--- src/rtl/rotate_pkg.sv ---
// Shared definitions for the rotate arbiter: rotate-amount width helper,
// direction encodings and the request record used by command sources.
package rotate_pkg;

  // Width of a rotate amount for a W-bit operand.
  function automatic int rot_amt_w(input int w);
    return $clog2(w);
  endfunction

  localparam logic DIR_RIGHT = 1'b1;
  localparam logic DIR_LEFT  = 1'b0;

  // Request record for the default 8-bit configuration.
  localparam int ROT_REQ_W = 8;

  typedef struct packed {
    logic [ROT_REQ_W-1:0]            data;
    logic [rot_amt_w(ROT_REQ_W)-1:0] amt;
    logic                            dir;
  } rot_req_t;

endpackage

--- src/rtl/rotate_arbiter_if.sv ---
// Request/result bus between the command sources and the rotate arbiter.
// The master side drives requests and downstream ready; the slave side is
// the arbiter.
interface rotate_arbiter_if #(
  parameter int W    = 8,
  parameter int NREQ = 2
);
  import rotate_pkg::*;

  localparam int AW = rot_amt_w(W);
  localparam int IW = $clog2(NREQ);

  logic [NREQ-1:0]    req_valid;
  logic [NREQ-1:0]    req_ready;
  logic [NREQ*W-1:0]  req_data;
  logic [NREQ*AW-1:0] req_amt;
  logic [NREQ-1:0]    req_dir;
  logic               out_valid;
  logic               out_ready;
  logic [W-1:0]       out_data;
  logic [IW-1:0]      out_id;

  modport master (
    output req_valid, req_data, req_amt, req_dir, out_ready,
    input  req_ready, out_valid, out_data, out_id
  );

  modport slave (
    input  req_valid, req_data, req_amt, req_dir, out_ready,
    output req_ready, out_valid, out_data, out_id
  );

endinterface

--- src/rtl/rot_core.sv ---
// Purely combinational W-bit rotator. Right rotation takes bit i from
// data[(i+amt) mod W], left rotation from data[(i-amt) mod W]. Because W is
// a power of two, index arithmetic on AW bits wraps modulo W by itself.
module rot_core
  import rotate_pkg::*;
#(
  parameter int W = 8
) (
  input  logic [W-1:0]            data,
  input  logic [rot_amt_w(W)-1:0] amt,
  input  logic                    dir,
  output logic [W-1:0]            res
);

  localparam int AW = rot_amt_w(W);

  // Select each result bit from its wrapped source position.
  always_comb begin
    // NOTE: every output of a combinational block gets a default first so
    // no path can leave it unassigned and infer a latch.
    res = '0;
    for (int i = 0; i < W; i++) begin
      if (dir == DIR_RIGHT) res[i] = data[AW'(i) + amt];
      else                  res[i] = data[AW'(i) - amt];
    end
  end

endmodule

--- src/rtl/rotate_arbiter.sv ---
// Round-robin arbiter in front of a single shared rotator. One request is
// granted per cycle when the single-entry output register can load; the
// rotated result and the winner's index are registered for downstream.
module rotate_arbiter
  import rotate_pkg::*;
#(
  parameter int W    = 8,
  parameter int NREQ = 2
) (
  input  logic             clk,
  input  logic             rst_n,
  rotate_arbiter_if.slave  bus
);

  localparam int AW = rot_amt_w(W);
  localparam int IW = $clog2(NREQ);

  logic [IW-1:0]   r_rr_ptr;
  logic            r_out_valid;
  logic [W-1:0]    r_out_data;
  logic [IW-1:0]   r_out_id;

  logic            w_can_load;
  logic            w_grant_any;
  logic [IW-1:0]   w_win;
  logic [NREQ-1:0] w_grant;
  logic [W-1:0]    w_sel_data;
  logic [AW-1:0]   w_sel_amt;
  logic            w_sel_dir;
  logic [W-1:0]    w_res;

  // (base + off) mod NREQ, computed one bit wider so a non-power-of-two
  // NREQ wraps correctly; base and off are both below NREQ.
  function automatic logic [IW-1:0] wrap_idx(input logic [IW-1:0] base,
                                             input int            off);
    logic [IW:0] sum;
    sum = {1'b0, base} + (IW+1)'(off);
    if (sum >= (IW+1)'(NREQ)) sum = sum - (IW+1)'(NREQ);
    return sum[IW-1:0];
  endfunction

  // The output register can take a new result when empty or draining.
  assign w_can_load = !r_out_valid || bus.out_ready;

  // Priority scan starting at the round-robin pointer; no grant in reset.
  always_comb begin
    w_grant_any = 1'b0;
    w_win       = '0;
    w_grant     = '0;
    if (rst_n && w_can_load) begin
      for (int off = 0; off < NREQ; off++) begin
        if (!w_grant_any && bus.req_valid[wrap_idx(r_rr_ptr, off)]) begin
          w_grant_any = 1'b1;
          w_win       = wrap_idx(r_rr_ptr, off);
        end
      end
    end
    if (w_grant_any) w_grant[w_win] = 1'b1;
  end

  // Route the winner's operands to the shared rotator.
  always_comb begin
    w_sel_data = '0;
    w_sel_amt  = '0;
    w_sel_dir  = DIR_LEFT;
    for (int k = 0; k < NREQ; k++) begin
      if (w_win == IW'(k)) begin
        w_sel_data = bus.req_data[k*W +: W];
        w_sel_amt  = bus.req_amt[k*AW +: AW];
        w_sel_dir  = bus.req_dir[k];
      end
    end
  end

  rot_core #(.W(W)) u_rot_core (
    .data (w_sel_data),
    .amt  (w_sel_amt),
    .dir  (w_sel_dir),
    .res  (w_res)
  );

  // Output register and round-robin pointer: load on grant, clear on drain.
  always_ff @(posedge clk) begin
    // NOTE: registered state uses non-blocking assignments so every flop
    // samples values from before this edge, independent of statement order.
    if (!rst_n) begin
      r_out_valid <= 1'b0;
      r_out_data  <= '0;
      r_out_id    <= '0;
      r_rr_ptr    <= '0;
    end else if (w_grant_any) begin
      r_out_valid <= 1'b1;
      r_out_data  <= w_res;
      r_out_id    <= w_win;
      r_rr_ptr    <= wrap_idx(w_win, 1);
    end else if (bus.out_ready) begin
      r_out_valid <= 1'b0;
    end
  end

  assign bus.req_ready = w_grant;
  assign bus.out_valid = r_out_valid;
  assign bus.out_data  = r_out_data;
  assign bus.out_id    = r_out_id;

endmodule
--- src/flat_wrapper.sv ---
// flat-port wrapper written by rule: the top's interface ports become plain ports
module rotate_arbiter_flat import rotate_pkg::*;
#(
  parameter int W    = 8,
  parameter int NREQ = 2
)
  (clk, rst_n, bus_req_valid, bus_req_data, bus_req_amt, bus_req_dir, bus_out_ready, bus_req_ready, bus_out_valid, bus_out_data, bus_out_id);
  rotate_arbiter_if #(.W(W), .NREQ(NREQ)) bus_i ();
  input  logic clk;
  input  logic rst_n;
  input wire logic [$bits(bus_i.req_valid)-1:0] bus_req_valid;
  input wire logic [$bits(bus_i.req_data)-1:0] bus_req_data;
  input wire logic [$bits(bus_i.req_amt)-1:0] bus_req_amt;
  input wire logic [$bits(bus_i.req_dir)-1:0] bus_req_dir;
  input wire logic [$bits(bus_i.out_ready)-1:0] bus_out_ready;
  output wire logic [$bits(bus_i.req_ready)-1:0] bus_req_ready;
  output wire logic [$bits(bus_i.out_valid)-1:0] bus_out_valid;
  output wire logic [$bits(bus_i.out_data)-1:0] bus_out_data;
  output wire logic [$bits(bus_i.out_id)-1:0] bus_out_id;
  assign bus_i.req_valid = bus_req_valid;
  assign bus_i.req_data = bus_req_data;
  assign bus_i.req_amt = bus_req_amt;
  assign bus_i.req_dir = bus_req_dir;
  assign bus_i.out_ready = bus_out_ready;
  assign bus_req_ready = bus_i.req_ready;
  assign bus_out_valid = bus_i.out_valid;
  assign bus_out_data = bus_i.out_data;
  assign bus_out_id = bus_i.out_id;
  rotate_arbiter #(.W(W), .NREQ(NREQ)) u_core (.clk(clk), .rst_n(rst_n), .bus(bus_i));
endmodule
--- config.mk ---
export PLATFORM = sky130hd
export DESIGN_NAME = rotate_arbiter_flat
export DESIGN_NICKNAME = d
export VERILOG_FILES = /design/src/rtl/rotate_pkg.sv /design/src/rtl/rotate_arbiter_if.sv /design/src/rtl/rot_core.sv /design/src/rtl/rotate_arbiter.sv /design/src/flat_wrapper.sv
export SDC_FILE = /design/constraint.sdc
export NUM_CORES = 1
export LEC_CHECK = 0
export ABC_AREA = 1
export BUFFER_PORTS_ARGS = -buffer_cell sky130_fd_sc_hd__buf_2
export CAP_MARGIN = 20
export CORE_MARGIN = 2
export CORE_UTILIZATION = 50
export DETAILED_ROUTE_END_ITERATION = 8
export GPL_TIMING_DRIVEN = 1
export PLACE_DENSITY_LB_ADDON = 0.08
export RECOVER_POWER = 25
export SETUP_SLACK_MARGIN = 0.3
export SLEW_MARGIN = 20
export SYNTH_ARGS = -nofsm -noshare
export SYNTH_HDL_FRONTEND = slang
export SYNTH_SLANG_ARGS = --single-unit
--- constraint.sdc ---
create_clock -name clk -period 2.2 [get_ports clk]
set_clock_uncertainty 0.15 [all_clocks]
set_input_delay 0.22 -clock clk [delete_from_list [all_inputs] [get_ports clk]]
set_output_delay 0.22 -clock clk [all_outputs]
set_load 0.05 [all_outputs]
# [Word level (Yosys, flattened, before mapping)]
# Index checks and enable logic that the tools add are counted.
[totals] n_memories=0 ramBits=0 latchBits=0 output_inout_bits=12 regBits=11 romBits=0 wordCells=118
[classes] eq_ne=0 bitwise=0 shifts=0 n_reduce_logical=7 mul=0 order_cmp=23 div=0 n_addsub=20 muxes=64
[ops] op="less-than comparator 3 x 4 -> 1 bit (second input constant)" count=16
[ops] op="binary-select mux 1 bit (select 3 bit)" count=16
[ops] op="2-to-1 mux 1 bit" count=44
[ops] op="adder 3 bit (first input constant)" count=4
[ops] op="subtractor 3 bit (first input constant)" count=4
[ops] op="2-to-1 mux 8 bit" count=1
[ops] op="adder 2 x 3 -> 3 bit (first input constant)" count=2
[ops] op="less-than comparator 1 x 2 -> 1 bit (second input constant)" count=3
[ops] op="subtractor 1 x 3 -> 3 bit (first input constant)" count=2
[ops] op="subtractor 2 x 3 -> 3 bit (first input constant)" count=2
[ops] op="adder 1 x 1 -> 2 bit (second input constant)" count=2
[ops] op=">= comparator 2 bit (second input constant)" count=2
[ops] op="adder 1 x 3 -> 3 bit (first input constant)" count=1
[ops] op="logical AND 1 bit" count=3
[ops] op="2-to-1 mux 3 bit" count=1
[ops] op="subtractor 1 bit (second input constant)" count=3
[ops] op=">= comparator 1 x 2 -> 1 bit (second input constant)" count=1
[ops] op="logical NOT 1 bit" count=2
[ops] op="2-to-1 mux 2 bit" count=1
[ops] op="nonzero test 2 bit" count=1
[ops] op="demux 1 bit (select 1 bit)" count=1
[ops] op=">= comparator 1 bit (second input constant)" count=1
[ops] op="logical OR 1 bit" count=1

# [Logic depth before layout (Yosys ltp)]
# Gate-level depths: netlist of run 1.
[logic_depth] word_depth=17 depth_mapped=15 mapped_depth_nobuf=14

# [Hierarchy]
# A second synthesis of run 1 with hierarchy kept.
[hier_totals] hier_cells=246 area_unflattened_um2=1348.8
[by_module_without_submodules] module="rot_core" instances=1 area_per_inst_um2=739.5 seq_area_each_um2=0.0 cells_per_inst=150
[by_module_without_submodules] module="rotate_arbiter" instances=1 area_per_inst_um2=609.3 seq_area_each_um2=220.2 cells_per_inst=96

# [Worst setup path before layout of run 1]
# No wires, ideal clock.
[synth_timing] path_type="register -> register" startpoint="reg u_core.r_out_valid, in the netlist u_core.bus.out_valid" endpoint="reg u_core.r_rr_ptr" arrival_time_ps=2160 n_path_buf=0 path_stages_with_launch=8 setup_slack_ps=-179 setup_ps=70 period_less_slack_ps=2379 cell_sequence="dfxtp_1 > nand2_1 > nand2_2 > a21oi_1 > inv_1 > nor2_1 > inv_1 > a21oi_1"
[synth_via] elab_chain_cells=7
[synth_rtl] item="from (decl)" line_no="rotate_arbiter.sv:19" rtl="logic r_out_valid;"
[synth_rtl] item="from (signal assigned)" line_no="rotate_arbiter.sv:87" rtl="r_out_valid <= 1'b0;"
[synth_rtl] item="from (signal assigned)" line_no="rotate_arbiter.sv:92" rtl="r_out_valid <= 1'b1;"
[synth_rtl] item="from (signal assigned)" line_no="rotate_arbiter.sv:97" rtl="r_out_valid <= 1'b0;"
[synth_rtl] item="logical NOT 1 bit *" line_no="rotate_arbiter.sv:43" rtl="assign w_can_load = !r_out_valid || bus.out_ready;"
[synth_rtl] item="logical OR 1 bit *" line_no="rotate_arbiter.sv:43"
[synth_rtl] item="logical AND 1 bit *" line_no="rotate_arbiter.sv:50" rtl="if (rst_n && w_can_load) begin"
[synth_rtl] item="2-to-1 mux 1 bit" line_no="rotate_arbiter.sv:50"
[synth_rtl] item="adder 1 x 1 -> 2 bit" line_no="rotate_arbiter.sv:37" rtl="sum = {1'b0, base} + (IW+1)'(off);"
[synth_rtl] item=">= comparator 2 bit or subtractor 1 bit (tied branches)" line_no="rotate_arbiter.sv:38" rtl="if (sum >= (IW+1)'(NREQ)) sum = sum - (IW+1)'(NREQ);"
[synth_rtl] item="2-to-1 mux 1 bit" line_no="rotate_arbiter.sv:38"
[synth_rtl] item="to (signal assigned)" line_no="rotate_arbiter.sv:95" rtl="r_rr_ptr <= wrap_idx(w_win, 1);"
[synth_rtl] item="to (decl)" line_no="rotate_arbiter.sv:18" rtl="logic [IW-1:0] r_rr_ptr;"
# Every way passes the cells marked *; elsewhere a longest branch is shown, timed or not.
# A chain may end at the register's enable or synchronous reset.

# [Worst setup path after layout of run 1]
[layout_timing] startpoint="reg u_core.r_rr_ptr" endpoint="reg u_core.r_out_data[5], in the netlist u_core.bus.out_data[5]"
[layout_via] elab_chain_cells=16
[layout_rtl] item=">= comparator 1 x 2 -> 1 bit or subtractor 1 bit (tied branches)" line_no="rotate_arbiter.sv:38"
[layout_rtl] item="2-to-1 mux 1 bit" line_no="rotate_arbiter.sv:38"
[layout_rtl] item="2-to-1 mux 1 bit" line_no="rotate_arbiter.sv:50"
[layout_rtl] item="2-to-1 mux 1 bit (implied by the code) (2 in a row)" line_no="rotate_arbiter.sv:52" rtl="if (!w_grant_any && bus.req_valid[wrap_idx(r_rr_ptr, off)]) begin"
[layout_rtl] item="2-to-1 mux 1 bit" line_no="rotate_arbiter.sv:52"
[layout_rtl] item="2-to-1 mux 1 bit" line_no="rotate_arbiter.sv:50"
[layout_rtl] item="logical NOT 1 bit" line_no="rotate_arbiter.sv:52"
[layout_rtl] item="logical AND 1 bit" line_no="rotate_arbiter.sv:52"
[layout_rtl] item="2-to-1 mux 1 bit" line_no="rotate_arbiter.sv:52"
[layout_rtl] item="2-to-1 mux 1 bit" line_no="rotate_arbiter.sv:50"
[layout_rtl] item="2-to-1 mux 3 bit" line_no="rotate_arbiter.sv:67" rtl="if (w_win == IW'(k)) begin"
[layout_rtl] item="subtractor 3 bit or adder 3 bit (tied branches)" line_no="rot_core.sv:24, rot_core.sv:23"
[layout_rtl] item="binary-select mux 1 bit (select 3 bit), on equally long branches" line_no="rot_core.sv:24, rot_core.sv:23"
[layout_rtl] item="2-to-1 mux 1 bit, on equally long branches" line_no="rot_core.sv:24, rot_core.sv:23"
[layout_rtl] item="2-to-1 mux 1 bit" line_no="rot_core.sv:23" rtl="if (dir == DIR_RIGHT) res[i] = data[AW'(i) + amt];"
[layout_rtl] item="to (signal assigned)" line_no="rotate_arbiter.sv:93" rtl="r_out_data <= w_res;"
[layout_rtl] item="to (decl)" line_no="rotate_arbiter.sv:20" rtl="logic [W-1:0] r_out_data;"
# Several ways; a longest one is shown, not always the timed one. The select of a mux whose other input is x is not followed.

==> PnR_summary.wiki, run 1 <==
{| class="wikitable"
! Metric !! Value
|-
| Result of the run || finished, violations left
|-
| Failing checks || DRC
|-
| Endpoints failing setup || 0
|-
| Top Ports || between 40 and 50
|-
| Met1 track demand over resource in global routing || 0.357
|-
| Ratio of total power to cell area || approximately 500 nW/um2
|-
| Path type of the worst setup path || flop to flop
|-
| Count of routing violations after the opening detailed-route iteration || between 100 and 150
|-
| Overall fraction of global-route tracks in use || 0.282
|-
| Count of nets after finishing || 393
|-
| Hold_sp || bus_out_ready
|-
| Core Rows || 20
|-
| Max-cap check violation count || 0
|-
| Class of the worst hold path || input port to flop
|-
| Number of buffers inserted by hold repair at cts || 0
|-
| Grt peak-use layer || met2
|-
| Number of global-route vias before repair || ~1.8k
|-
| Core ar. || about 3000 um2
|-
| Clk sink count || 11
|-
| Leading cell type in the layout, fill and taps excluded || nand2_1
|-
| Buffer levels on the longest clock path || 2
|-
| Internal power contribution || ~0.54 mW
|-
| Number of antenna repair diodes || 0
|-
| Fraction of the cycle the final worst path needs || 0.884
|-
| Clock root buffer master || clkbuf_4
|-
| Part of the Yosys area used for sequential elements || 0.145
|-
| DPL Wire Length || approximately 3.4 mm
|-
| Relative contribution of the clock network to total power || 0.129
|-
| Placed cell count || 377
|-
| CP top delay family || simple AND/OR/NAND/NOR gates
|-
| Reg-to-reg startpoint || u_core.r_rr_ptr$_SDFFE_PN0P_
|-
| Switching Share || 0.501
|-
| Syn Area/Cell || roughly 5.1 um2
|-
| Global-route wire length before repair || slightly below 8 mm
|-
| Detailed-routing iteration count for the pre-antenna-repair pass || 8
|-
| Largest driver fanout on the critical path || 18
|-
| Count of state elements after synthesis || 11
|-
| Chain of cells forming the critical path || inv_2, a21oi_4, nand2_4, buf_12, nand2_2, nand2_4, nand2_1, nand2_2, inv_2, nand3_1, nand3_1, nand2_1, nor2_1, nor2_1
|-
| Max stage delay on crit path || ~360 ps
|-
| Fraction of met3 tracks used by global routing || 0.0240
|-
| Layout cell share with drive strength beyond 1 || 0.345
|-
| Total via count in the routed design || approximately 2.1k
|-
| Required time of the critical path || 2220 ps
|-
| Global route total overflow || 0
|-
| Max-slew violation total from the final report || 0
|-
| Number of hold violations in the final report || 0
|-
| Buffers & Inverters on Critical Path || 3
|-
| TritonCTS clock tree || built
|-
| CP Capture Type || flop
|-
| Largest net degree at the start of global routing || 19
|-
| Mapped Area || ~1500 um2
|-
| RSZ-0062 raised after global routing || yes
|-
| Worst Hold End || u_core.bus.out_valid$_SDFFE_PN0P_
|-
| Total power of the final layout || about 1.1 mW
|-
| Ratio of routed vias to standard cells || 5.31
|-
| Chip width || 59.1 um
|-
| Reg power frac || 0.224
|-
| Area added between synthesis and finish || 41.2%
|-
| Count of H-tree levels built during CTS || 1
|-
| Filler Cell Count || 279
|-
| Count of buffers inserted at the top-level ports || 40
|-
| Cts bufs inserted || 3
|-
| Peak VDD IR || between 150 and 200 uV
|-
| Synthesis Warnings || 0
|-
| Number of cells traversed by the worst register-to-register path || 14
|-
| RR Endpoint || u_core.bus.out_data[5]$_SDFFE_PN0P_
|-
| Post-route non-filler standard cell count || ~400
|-
| Antenna violations before repair || 0
|-
| Portion of synthesized cell area occupied by the leading cell type || 0.378
|-
| Synth Instances || 300
|-
| Vert. Die Dim || a little under 60 um
|-
| Net switching power || 0.542 mW
|-
| Type of origin of the critical path || flop
|-
| Final Critical Period || ~2000 ps
|-
| Initial Util || 0.511
|-
| Register-to-register setup slack || approximately 260 ps
|-
| GPL Wtd Cong || just over 1
|-
| Leak Pwr || ~1.3 nW
|-
| Clock latency at the later pin of the worst-skew pair || 270 ps
|-
| Commonest cells after routing, fill and taps aside || nand2_1 (124), nand3_1 (58), buf_2 (35)
|-
| Drt drc || 1
|-
| Met2 Track Usage GR || 0.494
|-
| Master of the slowest instance on the critical path || dfxtp_2
|-
| Register clock-pin slew on the reported worst setup and hold paths || 70 ps
|-
| Number of nets in the synthesized netlist || 330
|-
| Detailed Route WL || ~4.8 mm
|-
| Antenna violation net count after detailed routing || 0
|-
| Combinational fraction of design power || 0.646
|-
| Worst hold stages || 4
|-
| Area enclosed by the die boundary || between 3000 and 4000 um2
|-
| Cell taking the most area after synthesis || nand2_1
|-
| Routed len/inst || approximately 12 um
|-
| Top achievable clock speed || 514 MHz
|-
| Transition time at the pin with the least slew margin || 592 ps
|-
| Post-synth cell types || 19
|-
| Top area cells in the synthesized netlist || nand2_1 (38%), nand3_1 (22%), dfxtp_1 (14%), inv_1 (8.6%), buf_6 (3.0%)
|-
| Final total negative setup slack || 0 ps
|-
| Arrival time at the worst endpoint || 1960 ps
|-
| Headroom to the max-slew limit || 0.607
|}
routing by layer:
metal | part of all wire | up-vias
li1 | - | 1060
met1 | 0.41 | 899
met2 | 0.49 | 125
met3 | 0.076 | 15
met4 | 0.021 | 0
met5 | 0 | -
area by class of cell:
class	count	area, um2	share of cell area
clock buffer	4	26.3	0.0122
inverter	36	138	0.0641
multi-input combinational	244	1280	0.597
sequential	11	225	0.105
tap	33	41.3	0.0192
timing repair buffer	67	435	0.203
cells in the mapped netlist:
cell type,number
nand2_1,153
nand3_1,67
inv_1,35
dfxtp_1,11
nand2_2,7
nor2_1,5
buf_6,4
a21oi_1,3
buf_4,3
a21oi_4,2
o21ai_0,2
buf_2,1
clkbuf_1,1
ha_1,1
inv_2,1
nand3b_1,1
nor2_2,1
o21ai_4,1
xor2_2,1
flip-flops by register name (all words and copies together), names as in the netlist:
name,count
u_core.bus.out_data,8
u_core.bus.out_valid,1
u_core.bus.out_id,1
u_core.r_rr_ptr,1
worst reg2reg max path, cell delays in order (launching register included):
cell and delay, ps:
dfxtp_2 360, inv_2 50, a21oi_4 180, nand2_4 120
buf_12 170, nand2_2 80, nand2_4 100, nand2_1 100
nand2_2 90, inv_2 80, nand3_1 80, nand3_1 80
nand2_1 60, nor2_1 110, nor2_1 40
kinds of logic (layout without fill, tap and decap cells):
group | Yosys count | count (layout) | share of synthesized area
AO/OA/AOI/OAI | 8 | 8 | 0.0486
XOR/XNOR | 1 | 1 | 0.0107
flip-flops | 11 | 11 | 0.145
AND/OR/NAND/NOR | 234 | 234 | 0.649
adder cells (fa/ha/maj) | 1 | 1 | 0.00823
buffers and inverters | 45 | 107 | 0.139
power by group through the flow:
stage,clock (mW),combinational (mW),sequential (mW)
2_1_floorplan,0,0.366,0.342
3_3_place_gp,0,0.600,0.245
3_5_place_dp,0,0.604,0.246
4_1_cts,0.140,0.646,0.242
5_1_grt,0.154,0.760,0.246
6_report,0.140,0.699,0.243
worst max path at each step:
stage / from / to / cells after the start
floorplan: u_core.bus.out_valid$_SDFFE_PN0P_ / u_core.bus.out_data[4]$_SDFFE_PN0P_ / 13
global placement: bus_req_valid[0] / u_core.bus.out_data[1]$_SDFFE_PN0P_ / 14
detailed placement: bus_req_valid[0] / u_core.bus.out_data[5]$_SDFFE_PN0P_ / 15
CTS: u_core.r_rr_ptr$_SDFFE_PN0P_ / u_core.bus.out_data[5]$_SDFFE_PN0P_ / 14
global route: u_core.bus.out_valid$_SDFFE_PN0P_ / u_core.bus.out_data[1]$_SDFFE_PN0P_ / 13
finish: u_core.r_rr_ptr$_SDFFE_PN0P_ / u_core.bus.out_data[5]$_SDFFE_PN0P_ / 14
timing repair:
| item | CTS | global route |
|---|---|---|
| gates resized for setup | 28 | 30 |
| gates cloned | 2 | 1 |
| setup buffers | 8 | 3 |
| endpoints found under the setup margin | 9 | 10 |
| pin swaps | 10 | 11 |
per-stage QoR:
stage | util | instance area [um2] | hold WS (ps) | worst slack (ps)
after CTS | 0.680 | 2030 | 123 | 280
final | 0.721 | 2150 | 116 | 255
after detailed placement | 0.621 | 1850 | 304 | 107
after global placement | 0.621 | 1850 | 301 | 135
after global routing | 0.721 | 2150 | 128 | 144
after floorplan | - | 1590 | 260 | 269
No activity file was read; power rests on OpenSTA's default activity.
==> inputs of run 2 (changes only) <==
GPL_ROUTABILITY_DRIVEN = 0   (was not set)
HOLD_SLACK_MARGIN = 0.12   (was not set)
TNS_END_PERCENT = 10   (was not set)
==> run 2 against run 1 <==
Against the previous run:
- the run now ends clean
- design area increased by 2.4%
- via count decreased by 0.76%
- register-to-register slack about the same
- flip-flop and latch count unchanged
- non-clock buffer count decreased by 3
- die area unchanged
- count of clock-buffer cells in the layout unchanged
- cell count decreased by 0.51%
- sequential share of layout area decreased by 0.24 points
- worst setup slack improved by 1.1 ps
- hold slack improved by 33 ps
- highest routed layer unchanged
==> PnR_summary.wiki, run 2 (synthesis results as in run 1) <==
{| class="wikitable"
! Metric !! Value
|-
| Cts bufs inserted || 3 (unchanged)
|-
| Crit-path most repeated cell || nand2_4
|-
| Global-route wire length before repair || 7.98 mm (was 7.70 mm)
|-
| Core Rows || 20 (unchanged)
|-
| Count of routing violations after the opening detailed-route iteration || 157 (was 119)
|-
| Leak Pwr || 1.29 nW (was 1.26 nW)
|-
| Final total negative setup slack || 0 ps (unchanged)
|-
| Transition time at the pin with the least slew margin || 590 ps (was 592 ps)
|-
| Final worst setup slack || 257 ps (was 255 ps)
|-
| Result of the run || finished, final reports clean (was finished, violations left)
|-
| Number of antenna repair diodes || 0 (unchanged)
|-
| Detailed Route WL || 4.79 mm (was 4.83 mm)
|-
| Overall fraction of global-route tracks in use || 0.295 (was 0.282)
|-
| Routed len/inst || 12.2 um (about the same)
|-
| Required time of the critical path || 2220 ps (about the same)
|-
| Global route total overflow || 0 (unchanged)
|-
| Total via count in the routed design || 2083 (was 2099)
|-
| Post-route design area || 2200 um2 (was 2150 um2)
|-
| Fraction of the cycle the final worst path needs || 0.883 (was 0.884)
|-
| Buffer levels on the longest clock path || 2 (unchanged)
|-
| Area of all sequential standard cells || 225 um2 (unchanged)
|-
| Area enclosed by the die boundary || 3500 um2 (unchanged)
|-
| Peak VDD IR || 372 uV (was 179 uV)
|-
| Chain of cells forming the critical path || nand2_4, nand2_4, nor2_4, buf_6, nand2_4, nand2_4, ha_4, xor2_4, inv_2, nand3_2, nand3_2, nand3_2, nand2_1 (was inv_2, a21oi_4, nand2_4, buf_12, nand2_2, nand2_4, nand2_1, nand2_2, inv_2, nand3_1, nand3_1, nand2_1, nor2_1, nor2_1)
|-
| Filler Cell Count || 255 (was 279)
|-
| DPL Wire Length || 3.44 mm (was 3.42 mm)
|-
| Count of H-tree levels built during CTS || 1 (unchanged)
|-
| Commonest cells after routing, fill and taps aside || nand2_1 (120), nand3_1 (55), buf_2 (35) (was nand2_1 (124), nand3_1 (58), buf_2 (35))
|-
| Clock latency at the later pin of the worst-skew pair || 270 ps (about the same)
|-
| Top Ports || 41 (unchanged)
|-
| CP top delay family || simple AND/OR/NAND/NOR gates (unchanged)
|-
| Count of buffers inserted at the top-level ports || 40 (unchanged)
|-
| Largest net degree at the start of global routing || 14 (was 19)
|-
| Combinational fraction of design power || 0.650 (was 0.646)
|-
| Endpoints failing setup || 0 (unchanged)
|-
| Number of buffers inserted by hold repair at cts || 0 (unchanged)
|-
| TritonCTS clock tree || built (unchanged)
|-
| Class of the worst hold path || input port to flop (unchanged)
|-
| Type of origin of the critical path || flop (unchanged)
|-
| Post-placement setup slack || 82.1 ps (was 107 ps)
|-
| Reg power frac || 0.224 (about the same)
|-
| Area of combinational cells with multiple inputs || 1350 um2 (was 1280 um2)
|-
| Detailed-routing iteration count for the pre-antenna-repair pass || 5 (was 8)
|-
| RSZ-0062 raised after global routing || yes (unchanged)
|-
| Headroom to the max-slew limit || 0.608 (was 0.607)
|-
| Ratio of total power to cell area || 495 nW/um2 (was 504 nW/um2)
|-
| Buffers & Inverters on Critical Path || 2 (was 3)
|-
| Switching Share || 0.498 (was 0.501)
|-
| Max stage delay on crit path || 360 ps (about the same)
|-
| Count of nets after finishing || 391 (was 393)
|-
| Placed cell count || 376 (was 377)
|-
| Largest driver fanout on the critical path || 6 (was 18)
|-
| Register clock-pin slew on the reported worst setup and hold paths || 70 ps (about the same)
|-
| Number of hold violations in the final report || 0 (unchanged)
|-
| Relative contribution of the clock network to total power || 0.125 (was 0.129)
|-
| Master of the slowest instance on the critical path || dfxtp_4 (was dfxtp_2)
|-
| Max-slew violation total from the final report || 0 (unchanged)
|-
| Area after DPL || 1820 um2 (was 1850 um2)
|-
| Antenna violation net count after detailed routing || 0 (unchanged)
|-
| Clk sink count || 11 (unchanged)
|-
| Top achievable clock speed || 515 MHz (was 514 MHz)
|-
| Core ar. || 2980 um2 (unchanged)
|-
| Post-route non-filler standard cell count || 393 (was 395)
|-
| Vert. Die Dim || 59.1 um (unchanged)
|-
| Final Core Density || 0.738 (was 0.721)
|-
| Leading cell type in the layout, fill and taps excluded || nand2_1 (unchanged)
|-
| Clock root buffer master || clkbuf_4 (unchanged)
|-
| Layout cell share with drive strength beyond 1 || 0.358 (was 0.345)
|-
| Initial Util || 0.511 (unchanged)
|-
| Ratio of routed vias to standard cells || 5.30 (was 5.31)
|-
| Number of flip-flops in the largest register || 8 (unchanged)
|-
| Chip width || 59.1 um (unchanged)
|-
| Final Critical Period || 1940 ps (about the same)
|-
| Internal power contribution || 0.546 mW (was 0.540 mW)
|-
| Area added between synthesis and finish || 44.6% (was 41.2%)
|-
| CP Capture Type || flop (unchanged)
|-
| Antenna violations before repair || 0 (unchanged)
|-
| Net switching power || 0.542 mW (about the same)
|-
| Max-cap check violation count || 0 (unchanged)
|-
| Arrival time at the worst endpoint || 1960 ps (about the same)
|-
| Path type of the worst setup path || flop to flop (unchanged)
|-
| Number of global-route vias before repair || 1888 (was 1800)
|-
| Drt drc || 0 (was 1)
|}
-- run 2: cell type report --
| type | count | area share |
|---|---|---|
| Clock buffer | 4 | 0.0120 |
| Inverter | 36 | 0.0626 |
| Multi-Input combinational cell | 245 | 0.612 |
| Sequential cell | 11 | 0.102 |
| Tap cell | 33 | 0.0188 |
| Timing Repair Buffer | 64 | 0.192 |
-- run 2: power by group through the flow --
| stage | clock network [mW] | registers [mW] | logic [mW] |
|---|---|---|---|
| floorplan | 0 | 0.342 | 0.350 |
| global placement | 0 | 0.246 | 0.584 |
| detailed placement | 0 | 0.247 | 0.584 |
| CTS | 0.143 | 0.243 | 0.683 |
| global route | 0.155 | 0.247 | 0.772 |
| finish | 0.136 | 0.244 | 0.708 |
-- run 2: worst register-to-register path: cells and delay by family (launching register included) --
kind | cells | cell delay (ps)
adders and majority gates | 1 | 150
and+or+nand+nor | 9 | 720
buffers and inverters | 2 | 240
xor gates and xnor gates | 1 | 220
DFF | 1 | 360
-- run 2: worst paths after layout --
| kind | startpoint | endpoint | slack, ps | cells past startpoint |
|---|---|---|---|---|
| hold reg to reg | u_core.bus.out_data[2]$_SDFFE_PN0P_ | u_core.bus.out_data[2]$_SDFFE_PN0P_ | 320 | 2 |
| setup reg to reg | u_core.bus.out_valid$_SDFFE_PN0P_ | u_core.bus.out_data[6]$_SDFFE_PN0P_ | 260 | 13 |
| setup / recovery | u_core.bus.out_valid$_SDFFE_PN0P_ | u_core.bus.out_data[6]$_SDFFE_PN0P_ | 260 | 13 |
| hold / removal | rst_n | u_core.r_rr_ptr$_SDFFE_PN0P_ | 150 | 3 |
-- run 2: per-layer routing --
| metal | part of all wire | wire (um) | global-route usage |
|---|---|---|---|
| met3 | 0.081 | 387 | 0.0721 |
| met5 | 0 | 0 | 0 |
| met2 | 0.49 | 2330 | 0.503 |
| met4 | 0.021 | 99 | 0.0877 |
| met1 | 0.41 | 1970 | 0.368 |
-- run 2: per-stage QoR --
stage	hold slack, ps	power, mW
after floorplan	260	0.692
after global placement	307	0.830
after detailed placement	309	0.831
after CTS	135	1.07
after global routing	147	1.17
final	150	1.09
-- run 2: repair_timing --
action | in CTS | in global routing
cloned | 2 | 0
resized for setup | 56 | 15
buffers inserted | 11 | 0
endpoints found under the setup margin | 9 | 9
endpoints found under the hold margin | 0 | 0
pin swaps | 24 | 11
==> inputs of run 3 (changes only) <==
ABC_AREA = not set   (was 1)
ABC_CLOCK_PERIOD_IN_PS = 2200   (was not set)
==> run 3 against run 2 <==
Against the previous run:
- the run now ends with setup timing left
- highest routed layer unchanged
- wire length decreased by 4.8%
- maximum frequency decreased by 20%
- hold slack improved by 77 ps
- power decreased by 9.7%
==> PnR_summary.wiki, run 3 <==
{| class="wikitable"
! Metric !! Value
|-
| Result of the run || finished, violations left (was finished, final reports clean)
|-
| Peak VDD IR || 380 uV (was 372 uV)
|-
| Final Critical Period || 2430 ps (was 1940 ps)
|-
| Clock root buffer master || clkbuf_4 (unchanged)
|-
| Synth Instances || 168 (was 300)
|-
| Commonest cells after routing, fill and taps aside || buf_2 (37), buf_4 (23), mux2i_1 (19) (was nand2_1 (120), nand3_1 (55), buf_2 (35))
|-
| Drt drc || 0 (unchanged)
|-
| Routed len/inst || 17.0 um (was 12.2 um)
|-
| Syn Area/Cell || 9.81 um2 (was 5.07 um2)
|-
| Count of state elements after synthesis || 11 (unchanged)
|-
| TritonCTS clock tree || built (unchanged)
|-
| Initial Util || 0.531 (was 0.511)
|-
| Cell taking the most area after synthesis || dfxtp_1 (was nand2_1)
|-
| Chip width || 61.4 um (was 59.1 um)
|-
| Top post-synthesis cells by count || mux2i_1 (20), nand2_1 (18), mux2_2 (14) (was nand2_1 (153), nand3_1 (67), inv_1 (35))
|-
| Max stage delay on crit path || 510 ps (was 360 ps)
|-
| Clk sink count || 11 (unchanged)
|-
| Post-route design area || 2100 um2 (was 2200 um2)
|-
| Master of the slowest instance on the critical path || mux4_2 (was dfxtp_4)
|-
| Clock latency at the later pin of the worst-skew pair || 270 ps (about the same)
|-
| Synthesis Warnings || 0 (unchanged)
|-
| Max-slew violation total from the final report || 0 (unchanged)
|-
| Leading cell type in the layout, fill and taps excluded || buf_2 (was nand2_1)
|-
| Detailed-routing iteration count for the pre-antenna-repair pass || 4 (was 5)
|-
| Largest net degree at the start of global routing || 20 (was 14)
|-
| Count of nets after finishing || 256 (was 391)
|-
| Number of flip-flops in the largest register || 8 (unchanged)
|-
| Core Rows || 20 (unchanged)
|-
| Top area cells in the synthesized netlist || dfxtp_1 (13%), mux4_2 (12%), mux2i_1 (12%), mux4_1 (9.6%), mux2_2 (9.6%) (was nand2_1 (38%), nand3_1 (22%), dfxtp_1 (14%), inv_1 (8.6%), buf_6 (3.0%))
|-
| Overall fraction of global-route tracks in use || 0.254 (was 0.295)
|-
| Part of the Yosys area used for sequential elements || 0.134 (was 0.145)
|-
| Area of all sequential standard cells || 225 um2 (unchanged)
|-
| Antenna violations before repair || 0 (unchanged)
|-
| Area of combinational cells with multiple inputs || 1380 um2 (was 1350 um2)
|-
| Fraction of the cycle the final worst path needs || 1.10 (was 0.883)
|-
| Portion of synthesized cell area occupied by the leading cell type || 0.134 (was 0.378)
|-
| Headroom to the max-slew limit || 0.606 (was 0.608)
|-
| Buffer levels on the longest clock path || 2 (unchanged)
|-
| CP Capture Type || flop (unchanged)
|-
| Global route total overflow || 0 (unchanged)
|-
| DPL Wire Length || 3.51 mm (was 3.44 mm)
|-
| Global-route wire length before repair || 7.05 mm (was 7.98 mm)
|-
| Transition time at the pin with the least slew margin || 594 ps (was 590 ps)
|-
| Area enclosed by the die boundary || 3770 um2 (was 3500 um2)
|-
| Async SR Flop Fraction || 0 (unchanged)
|-
| Number of global-route vias before repair || 1480 (was 1888)
|-
| Class of the worst hold path || input port to flop (unchanged)
|-
| Most common flop cell mapped by yosys || dfxtp_1 (unchanged)
|-
| Number of buffers inserted by hold repair at cts || 0 (unchanged)
|-
| Largest driver fanout on the critical path || 6 (unchanged)
|-
| Top Ports || 41 (unchanged)
|-
| Ratio of routed vias to standard cells || 6.10 (was 5.30)
|-
| Area added between synthesis and finish || 27.6% (was 44.6%)
|-
| Post-placement setup slack || -305 ps (was 82.1 ps)
|-
| Top achievable clock speed || 412 MHz (was 515 MHz)
|-
| Number of enable flip-flop cells after synthesis || 0 (unchanged)
|-
| Count of routing violations after the opening detailed-route iteration || 133 (was 157)
|-
| Ratio of total power to cell area || 467 nW/um2 (was 495 nW/um2)
|-
| Cts bufs inserted || 3 (unchanged)
|-
| Post-synth cell types || 46 (was 19)
|-
| Detailed Route WL || 4.56 mm (was 4.79 mm)
|-
| Filler Cell Count || 273 (was 255)
|-
| Path type of the worst setup path || flop to flop (unchanged)
|-
| Number of hold violations in the final report || 0 (unchanged)
|-
| Number of antenna repair diodes || 0 (unchanged)
|-
| Total via count in the routed design || 1642 (was 2083)
|-
| Chain of cells forming the critical path || nand2b_4, nand4_4, mux2_4, ha_4, mux4_2, mux2_4, a221oi_2 (was nand2_4, nand2_4, nor2_4, buf_6, nand2_4, nand2_4, ha_4, xor2_4, inv_2, nand3_2, nand3_2, nand3_2, nand2_1)
|-
| RSZ-0062 raised after global routing || yes (unchanged)
|-
| Final worst setup slack || -228 ps (was 257 ps)
|-
| Register clock-pin slew on the reported worst setup and hold paths || 80 ps (was 70 ps)
|-
| Vert. Die Dim || 61.4 um (was 59.1 um)
|-
| Final Core Density || 0.677 (was 0.738)
|-
| Arrival time at the worst endpoint || 2470 ps (was 1960 ps)
|-
| Count of H-tree levels built during CTS || 1 (unchanged)
|-
| Endpoints failing setup || 4 (was 0)
|-
| Crit-path most repeated cell || mux2_4 (was nand2_4)
|-
| Leak Pwr || 0.973 nW (was 1.29 nW)
|-
| Antenna violation net count after detailed routing || 0 (unchanged)
|-
| Area after DPL || 1990 um2 (was 1820 um2)
|-
| Type of origin of the critical path || flop (unchanged)
|-
| Count of buffers inserted at the top-level ports || 40 (unchanged)
|-
| Max-cap check violation count || 0 (unchanged)
|-
| Core ar. || 3100 um2 (was 2980 um2)
|-
| Required time of the critical path || 2240 ps (was 2220 ps)
|-
| Failing checks || setup timing
|-
| Layout cell share with drive strength beyond 1 || 0.458 (was 0.358)
|-
| Cell with the most instances after synthesis || mux2i_1 (was nand2_1)
|-
| Number of nets in the synthesized netlist || 198 (was 330)
|-
| Mapped Area || 1650 um2 (was 1520 um2)
|}
==> run 3: kinds of logic (layout without fill, tap and decap cells) <==
logic type      count (synthesis)  in the layout  synth area share
buf+inv                        17             74            0.0623
compound gates                 43             43             0.184
mux                            52             52             0.458
flops                          11             11             0.134
fa+ha+maj                       1              1           0.00759
xor+xnor                        5              5            0.0311
simple gates                   39             39             0.124
==> run 3: layout make-up <==
class | instances | share of cell area
Tap cell | 44 | 0.0262
Inverter | 6 | 0.0107
Multi-Input combinational cell | 140 | 0.654
Sequential cell | 11 | 0.107
Clock inverter | 1 | 0.00238
Timing Repair Buffer | 64 | 0.189
Clock buffer | 3 | 0.0107
==> run 3: timing repair <==
action	4_1_cts	5_1_grt
setup endpoints to repair	8	9
buffers inserted	2	3
pin swaps	5	3
resized for setup	8	4
cloned	0	0
==> run 3: worst max-delay path, delay by kind of cell (launching register included) <==
kind	cells	cell delay (ps)
compound gates	1	200
fa+ha+maj	1	310
flops	1	330
simple gates	2	250
mux	3	1130
==> run 3: stage by stage <==
stage / instances / total power, mW / setup TNS [ps] / hold slack [ps]
final: 269 / 0.983 / -583 / 227
after global routing: 269 / 1.05 / -1100 / 215
after global placement: 260 / 0.798 / -728 / 317
after floorplan: 168 / 0.660 / -2730 / 263
after detailed placement: 260 / 0.810 / -899 / 319
after CTS: 266 / 0.971 / -625 / 213
==> run 3: worst paths after layout <==
path	slack, ps	startpoint	cells past startpoint	to
worst min-delay path	230	rst_n	3	u_core.r_rr_ptr$_SDFFE_PN0P_
worst max register to register	-230	u_core.r_rr_ptr$_SDFFE_PN0P_	7	u_core.bus.out_data[4]$_SDFFE_PN0P_
worst max-delay path	-230	u_core.r_rr_ptr$_SDFFE_PN0P_	7	u_core.bus.out_data[4]$_SDFFE_PN0P_
worst min register to register	340	u_core.bus.out_data[0]$_SDFFE_PN0P_	1	u_core.bus.out_data[0]$_SDFFE_PN0P_
==> run 3: report_power, final <==
part	internal, mW	switching, mW
clock network	0.0673	0.0733
logic	0.268	0.334
registers	0.227	0.0131
==> run 3: metal layers <==
| metal | up-vias | share of wire | GRT usage |
|---|---|---|---|
| li1 | 779 | - | - |
| met1 | 792 | 0.45 | 0.369 |
| met2 | 63 | 0.47 | 0.394 |
| met3 | 8 | 0.062 | 0.0483 |
| met4 | 0 | 0.018 | 0.0608 |
| met5 | - | 0 | 0 |
